### src/rtl/uart_loader.sv
// uart_loader: serial boot loader. Receives 8N1 UART bytes and writes a framed
// image into memory, then releases the core by raising load_done.
//
// Frame: 0xA5, LEN_HI, LEN_LO, LEN payload bytes, checksum (sum of the payload mod 256).
//
// Ports:
//   clock       sole clock, rising edge
//   reset       synchronous, active-high
//   rx          UART receive line (idle high, LSB first, asynchronous to clock)
//   mem_addr    byte address of the current write
//   mem_data    byte being written
//   mem_req     write request, held until mem_done is sampled
//   mem_write   copy of mem_req
//   mem_done    memory completion strobe (ignored unless a write is pending)
//   load_done   sticky: image loaded and checksum matched
//   load_error  sticky until the next accepted header: last frame failed
//   busy        high from the header byte to the end of the frame
module uart_loader #(
  parameter int CLKS_PER_BIT = 234,
  parameter int MAX_LEN      = 16384
) (
  input  logic        clock,
  input  logic        reset,
  input  logic        rx,
  output logic [15:0] mem_addr,
  output logic [7:0]  mem_data,
  output logic        mem_req,
  output logic        mem_write,
  input  logic        mem_done,
  output logic        load_done,
  output logic        load_error,
  output logic        busy
);

  localparam int               CNT_W     = (CLKS_PER_BIT > 2) ? $clog2(CLKS_PER_BIT) : 1;
  localparam logic [CNT_W-1:0] BIT_LAST  = CNT_W'(CLKS_PER_BIT - 1);
  localparam logic [CNT_W-1:0] HALF_LAST = CNT_W'(CLKS_PER_BIT / 2 - 1);
  localparam logic [16:0]      MAX_LEN_W = 17'(MAX_LEN);
  localparam logic [7:0]       HEADER    = 8'hA5;

  typedef enum logic [1:0] {RX_IDLE, RX_START, RX_DATA, RX_STOP} rx_state_t;
  typedef enum logic [2:0] {IDLE, LEN_HI, LEN_LO, DATA, WRITE, CHECK, DONE} ld_state_t;

  // ---------------------------------------------------------------------------
  // UART receiver
  // ---------------------------------------------------------------------------
  rx_state_t        rx_state;
  logic             rx_meta, rx_sync, rx_prev;
  logic [CNT_W-1:0] bit_cnt;
  logic [2:0]       bit_idx;
  logic [7:0]       rx_byte;     // shift register; holds the last byte until the next one
  logic             byte_valid;
  logic             frame_err;

  // NOTE: sequential state uses non-blocking assignments only, so every register
  // in the block sees the pre-edge values regardless of statement order.
  always_ff @(posedge clock) begin
    if (reset) begin
      // Synchronizers reset to the idle-high level so reset release is never
      // mistaken for a start bit.
      rx_meta    <= 1'b1;
      rx_sync    <= 1'b1;
      rx_prev    <= 1'b1;
      rx_state   <= RX_IDLE;
      bit_cnt    <= '0;
      bit_idx    <= '0;
      rx_byte    <= '0;
      byte_valid <= 1'b0;
      frame_err  <= 1'b0;
    end else begin
      rx_meta    <= rx;
      rx_sync    <= rx_meta;
      rx_prev    <= rx_sync;
      byte_valid <= 1'b0;
      frame_err  <= 1'b0;
      case (rx_state)
        RX_IDLE: begin
          if (rx_prev && !rx_sync) begin
            rx_state <= RX_START;
            bit_cnt  <= '0;
          end
        end
        RX_START: begin
          // Re-check half a bit later: a line that is high again was a glitch.
          if (bit_cnt == HALF_LAST) begin
            bit_cnt  <= '0;
            bit_idx  <= '0;
            rx_state <= rx_sync ? RX_IDLE : RX_DATA;
          end else begin
            bit_cnt <= bit_cnt + 1'b1;
          end
        end
        RX_DATA: begin
          if (bit_cnt == BIT_LAST) begin
            bit_cnt <= '0;
            rx_byte <= {rx_sync, rx_byte[7:1]};
            if (bit_idx == 3'd7) rx_state <= RX_STOP;
            else                 bit_idx  <= bit_idx + 1'b1;
          end else begin
            bit_cnt <= bit_cnt + 1'b1;
          end
        end
        RX_STOP: begin
          if (bit_cnt == BIT_LAST) begin
            bit_cnt  <= '0;
            rx_state <= RX_IDLE;
            if (rx_sync) byte_valid <= 1'b1;
            else         frame_err  <= 1'b1;
          end else begin
            bit_cnt <= bit_cnt + 1'b1;
          end
        end
        default: rx_state <= RX_IDLE;
      endcase
    end
  end

  // ---------------------------------------------------------------------------
  // Loader FSM (all outputs registered)
  // ---------------------------------------------------------------------------
  ld_state_t   state;
  logic [7:0]  len_hi;
  logic [15:0] length;
  logic [7:0]  checksum;
  logic        abort_write;   // frame failed while a write is in flight

  assign mem_write = mem_req;

  always_ff @(posedge clock) begin
    if (reset) begin
      state       <= IDLE;
      len_hi      <= '0;
      length      <= '0;
      checksum    <= '0;
      abort_write <= 1'b0;
      mem_addr    <= '0;
      mem_data    <= '0;
      mem_req     <= 1'b0;
      load_done   <= 1'b0;
      load_error  <= 1'b0;
      busy        <= 1'b0;
    end else if (frame_err && state inside {LEN_HI, LEN_LO, DATA, CHECK}) begin
      // A corrupted byte inside a frame kills the frame.
      load_error <= 1'b1;
      busy       <= 1'b0;
      state      <= IDLE;
    end else begin
      case (state)
        IDLE: begin
          if (byte_valid && rx_byte == HEADER) begin
            state    <= LEN_HI;
            busy     <= 1'b1;
            checksum <= '0;
            mem_addr <= '0;
          end
        end
        LEN_HI: begin
          if (byte_valid) begin
            len_hi <= rx_byte;
            state  <= LEN_LO;
          end
        end
        LEN_LO: begin
          if (byte_valid) begin
            length <= {len_hi, rx_byte};
            if ({1'b0, len_hi, rx_byte} > MAX_LEN_W) begin
              load_error <= 1'b1;
              busy       <= 1'b0;
              state      <= IDLE;
            end else begin
              load_error <= 1'b0;
              state      <= ({len_hi, rx_byte} == 16'd0) ? CHECK : DATA;
            end
          end
        end
        DATA: begin
          // 0xA5 here is ordinary payload.
          if (byte_valid) begin
            mem_data <= rx_byte;
            checksum <= checksum + rx_byte;
            mem_req  <= 1'b1;
            state    <= WRITE;
          end
        end
        WRITE: begin
          // A byte arriving while the holding register is still in use is an
          // overrun; the current write is allowed to finish first.
          if (byte_valid || frame_err) begin
            load_error  <= 1'b1;
            abort_write <= 1'b1;
          end
          if (mem_done) begin
            mem_req  <= 1'b0;
            mem_addr <= mem_addr + 16'd1;
            if (abort_write || byte_valid || frame_err) begin
              abort_write <= 1'b0;
              busy        <= 1'b0;
              state       <= IDLE;
            end else if (mem_addr + 16'd1 == length) begin
              state <= CHECK;
            end else begin
              state <= DATA;
            end
          end
        end
        CHECK: begin
          if (byte_valid) begin
            busy <= 1'b0;
            if (rx_byte == checksum) begin
              load_done  <= 1'b1;
              load_error <= 1'b0;
              state      <= DONE;
            end else begin
              load_error <= 1'b1;
              state      <= IDLE;
            end
          end
        end
        DONE: ;  // terminal until reset
        default: state <= IDLE;
      endcase
    end
  end

endmodule

### config.mk
export PLATFORM = sky130hd
export DESIGN_NAME = uart_loader
export DESIGN_NICKNAME = d
export VERILOG_FILES = /design/src/rtl/uart_loader.sv
export SDC_FILE = /design/constraint.sdc
export NUM_CORES = 1
export LEC_CHECK = 0
export ABC_AREA = 1
export BUFFER_PORTS_ARGS = -buffer_cell sky130_fd_sc_hd__buf_2
export CAP_MARGIN = 30
export CORE_ASPECT_RATIO = 2
export CORE_MARGIN = 3
export CORE_UTILIZATION = 40
export CTS_CLUSTER_DIAMETER = 120
export DETAILED_ROUTE_END_ITERATION = 12
export GPL_ROUTABILITY_DRIVEN = 1
export SYNTH_ARGS = -nofsm -noshare
export SYNTH_HDL_FRONTEND = slang
export SYNTH_SLANG_ARGS = --single-unit
### constraint.sdc
create_clock -name clock -period 1.8 [get_ports clock]
set_input_delay 0.36 -clock clock [delete_from_list [all_inputs] [get_ports clock]]
set_output_delay 0.36 -clock clock [all_outputs]
set_load 0.01 [all_outputs]
# After elaboration in Yosys (flattened, before gate mapping)
# Index checks and enable logic that the tools add are counted.
# word_totals
regBits	90
mem_bits_rw	0
input_bits	4
romBits	0
latch_bits	0
mem_count	0
output_inout_bits	29
wordCells	150
# classes
magnitude_cmp	1
addsub	4
shifts	0
bitwise_logic	4
div	0
n_eq_ne	32
muxes	55
reduce_logical	34
n_mul	0
# ops
cell	n
two-way mux 3 bit	14
two-way mux 8 bit	5
two-way mux 16 bit	2
case mux 16 bit (2 select lines)	1
inequality test 2 bit, second input constant	13
case mux 8 bit (3 select lines)	1
AND reduction 4 bit	6
case mux 3 bit (7 select lines)	1
two-way mux 1 bit	19
adder 16 x 1 -> 16 bit, second input constant	1
equality test 16 bit	1
equality test 8 bit, second input constant	2
greater-than comparator 16 x 15 -> 1 bit, second input constant	1
zero test 16 bit	1
case mux 8 bit (2 select lines)	1
AND reduction 7 bit	2
equality test 3 bit, second input constant	4
two-way mux 2 bit	6
nonzero test 4 bit	3
AND reduction 3 bit	3
adder 8 x 1 -> 8 bit, second input constant	1
adder 8 bit	1
equality test 8 x 7 -> 1 bit, second input constant	1
equality test 8 bit	1
24 further kinds	39

# Longest topological paths before layout
# logic_depth
word_depth	6
mapped_depth	16
ltp_nobuf	16

# Worst setup path after synthesis
# Ideal clock, no wire load.
# synth_path
path_type	register -> register
startpoint	reg rx_byte[0]
endpoint	reg checksum[6]
arrival_ns	1.760
path_slack_ns	-0.030
required_ns	1.730
n_path_buf	0
setup_ns	0.070
synth_period_minus_slack_ns	1.830
path_stages_with_launch	13
path_cell_list	dfxtp_1 -> ha_1 -> fa_1 -> nand2_1 -> inv_1 -> o21ai_0 -> and2_1 -> inv_1 -> a21oi_1 -> o21bai_1 -> a21oi_1 -> o21ai_0 -> a21oi_1
# synth_between
elab_chain_cells	4
word_cells_on_any_way	7
cone_classes	1 x add/sub; 2 x eq/ne; 2 x mux; 2 x reduce/logical
# synth_lines
element	line	rtl
start, declared	51	logic [7:0] rx_byte;
start signal, assigned	96	rx_byte <= {rx_sync, rx_byte[7:1]};
parallel branches: the longest is 4 deep, another holds adder 8 bit	--	
end signal, assigned	180	checksum <= checksum + rx_byte;
end, declared	124	logic [7:0] checksum;
# Several ways; the timed one is not identified. The select of a mux whose other input is x is not followed.
# A chain may end at the register's enable or synchronous reset.

# Worst setup path in the final report
# layout_path
startpoint	reg checksum[0]
endpoint	reg checksum[6]
# layout_between
elab_chain_cells	3
# layout_lines
element	line	rtl
adder 8 bit	180	
two-way mux 8 bit	178	if (byte_valid) begin
case mux 8 bit (2 select lines)	148	case (state)
# No other way between the ends. The select of a mux whose other input is x is not followed.

==> reports/qor.yml <==
clock_network:
  root_buffer: "clkbuf_16"
  clock_latency_ns: 0.35
  clkTransAtPathRegs_ns: 0.06
  ctsHtreeMaxLevel: 3
  clock_sinks: 90
  cts_tree: "yes"
  cts_buffer_depth: 2
  cts_buffers: 9
  postCtsHoldBufs: 0
setup_path:
  regToRegStartpoint: "checksum[0]"
  crit_arrival_ns: 2.11
  r2r_cells: 12
  end_kind: "flip-flop"
  worst-r2r-setup-slack_ns: -0.03
  r2r-end: "checksum[6]"
  cp-start-kind: "flip-flop"
  crit_type: "reg2reg"
  required_ns: 2.08
  crit_fanout: 3
die:
  core_area_um2: 11800
  dieArea_um2: 13500
  dieHeight_um: 161
  io_pins: 33
  initial_core_util: 0.410
  die_w_um: 83.7
  fp-row-count: 56
final_layout:
  num-fill-cells: 1173
  diodes: 0
  regArea_um2: 1830
  drive_above_1_share: 0.314
  nets: 783
  fin_util: 0.535
  stdcell_area_um2: 6290
  syn_to_final_growth_pct: 30.3
  stdcell_count: 915
  multi_input_area_um2: 2790
place:
  place_ws_ns: -0.118
  dp.cells: 892
  place.gp.congestion: 0.925
  placed_area_um2: 5620
  io_buffer_count: 32
  dp_hpwl_mm: 10.2
sta:
  fin_skew_ns: 0.0115
  final_hold_viol_count: 0
  post-route-period-util: 1.02
  fmax_mhz: 545
  layout_setup_ws_ns: -0.0338
  rsz0062_at_grt: "yes"
  slew_headroom: 0.752
  slew_viol_final: 0
  worst_slew_pin_slew_ns: 0.372
  min_period_ns: 1.83
  setup_viol: 1
synth:
  synthTopCellsByArea: "dfxtp_1 (37%), nand2_1 (10%), a21oi_1 (8.0%)"
  syn_inst: 664
  ys_warn_count: 0
  synth_edf_count: 0
  ys_seq_area_frac: 0.373
  ys.flop_type: "dfxtp_1"
  syn_area_per_cell_um2: 7.28
  synth-seq-cells: 90
  synth_area_leader_cell: "dfxtp_1"
  synthArstFlopShare: 0
  yosys.area.top_type_share: 0.373
  synth_cell_types: 47
  syn-cell-area_um2: 4830
  syn-num-nets: 682
power:
  leakagePower_nw: 2.65
  p_per_area_nw_per_um2: 707
  peakVddDrop_v: 0.000630
routing:
  avgViaCountPerCell: 5.26
  drt_iter0_drc: 237
  wl_per_cell_um: 14.9
  drt.antenna.violating_nets: 0
  route.detailed.drc: 0
  first_pass_iters: 5
  routed_wl_mm: 13.6
  num_vias: 4813
run_status:
  outcome: "finished, violations left"
  violations: "negative setup slack"
min_path:
  whs_path_depth: 2
  worstHoldStart: "rx"
  hp-class: "in2reg"
  hold_end: "rx_meta"
global_routing:
  grt_pass1_vias: 4662
  grt_pass1_wl_mm: 21.7
  grt_max_degree: 38
  overflow: 0
  antenna_found_initial: 0
  gr-usage-all-layers: 0.201
job:
  max-cap-violations: 0
==> metrics by stage <==
step	hold slack [ns]	setup TNS (ns)	power (mW)
final	0.194	-0.0338	4.45
after global routing	0.201	-0.726	4.60
after CTS	0.183	-0.0339	4.48
after floorplan	0.389	0	2.20
after detailed placement	0.399	-1.05	2.27
after global placement	0.393	-0.549	2.27
==> worst max-delay path by stage <==
stage / start / to / slack [ns] / cells after the start
2_1_floorplan: mem_addr[0] / state[1] / 0.004 / 16
3_3_place_gp: rx_byte[5] / mem_addr[0] / -0.07 / 9
3_5_place_dp: mem_addr[0] / state[1] / -0.12 / 14
4_1_cts: mem_addr[1] / state[1] / -0.02 / 17
5_1_grt: mem_addr[1] / state[2] / -0.15 / 14
6_report: checksum[0] / checksum[6] / -0.03 / 12
==> flip-flops by register name (all words and copies together), names as in the netlist, 8 cells and up, named ones only <==
signal	count
length	16
mem_addr	16
bit_cnt	8
checksum	8
len_hi	8
mem_data	8
rx_byte	8
==> cell usage in the layout (no fill, tap or decap), types with 6 or more instances in the layout <==
cell type  count
a31oi_1        7
buf_6          6
nand3_1       46
o21ai_1        6
nor2_1        40
nor2_2         8
nand4_1       15
buf_4         67
o21ai_0       40
dfxtp_2       14
a21oi_1       71
a211oi_2      11
a21oi_2       11
ha_1           7
inv_2         12
nor2_4        11
nand2_1      127
or2_2          7
dfxtp_1       72
buf_2         32
clkbuf_16      9
inv_1         70
nand2_2       11
==> kinds of logic (layout without fill, tap and decap cells) <==
group | count (synthesis) | in the layout | share of synthesized area
DFF | 90 | 90 | 0.373
and+or+nand+nor | 285 | 285 | 0.275
AOI/OAI and AO/OA | 164 | 164 | 0.207
adders and majority gates | 14 | 14 | 0.0378
buffers and inverters | 103 | 209 | 0.0873
xor gates and xnor gates | 8 | 8 | 0.0202
==> synthesized netlist by cell type, types with 3 or more instances <==
library cell / number
or2_2: 7
a21oi_2: 5
nand2_1: 134
nand4_1: 15
clkbuf_1: 9
nand3b_1: 3
a21oi_1: 77
inv_2: 3
xor2_1: 5
nor2_2: 6
a211oi_2: 11
nor3_1: 6
nand3_1: 48
dfxtp_1: 90
buf_2: 5
ha_1: 13
nor2_1: 45
nand2_2: 5
a31oi_1: 7
nor2_4: 8
o21ai_0: 50
inv_1: 79
==> report_power, final <==
part | total [mW] | switching, mW | leakage [nW] | internal (mW)
Combinational | 0.226 | 0.149 | 1.75 | 0.0769
Clock | 2.20 | 0.805 | 0.165 | 1.40
Sequential | 2.02 | 0.0179 | 0.736 | 2.00
==> per-layer routing <==
metal | up-vias | share of wire | global-route usage
met3 | 29 | 0.026 | 0.0327
li1 | 2425 | - | -
met2 | 94 | 0.56 | 0.397
met1 | 2265 | 0.37 | 0.194
met5 | - | 0 | 0
met4 | 0 | 0.038 | 0.0966
==> timing repair <==
item / in CTS / in global routing
hold endpoints to repair: 0 / 0
endpoints found under the setup margin: 21 / 54
setup buffers: 3 / 4
gates resized for setup: 32 / 57
pin swaps: 7 / 20
==> layout make-up <==
cell class / count / area share
clock inverters: 6 / 0.0181
flip-flops and latches: 90 / 0.292
multi-input cells: 471 / 0.444
well taps: 145 / 0.0288
inverters: 84 / 0.0509
clock buffers: 10 / 0.0380
repair buffers: 109 / 0.129
==> worst max-delay path, cell delays in order (launching register included) <==
cell	delay, ns
dfxtp_2	0.34
ha_4	0.16
fa_2	0.34
nand2_2	0.07
inv_2	0.04
o21ai_1	0.10
and2_1	0.14
inv_2	0.05
a21oi_2	0.10
o21bai_1	0.09
a21oi_1	0.14
o21ai_1	0.08
a21oi_1	0.11
No activity file was read; power rests on OpenSTA's default activity.
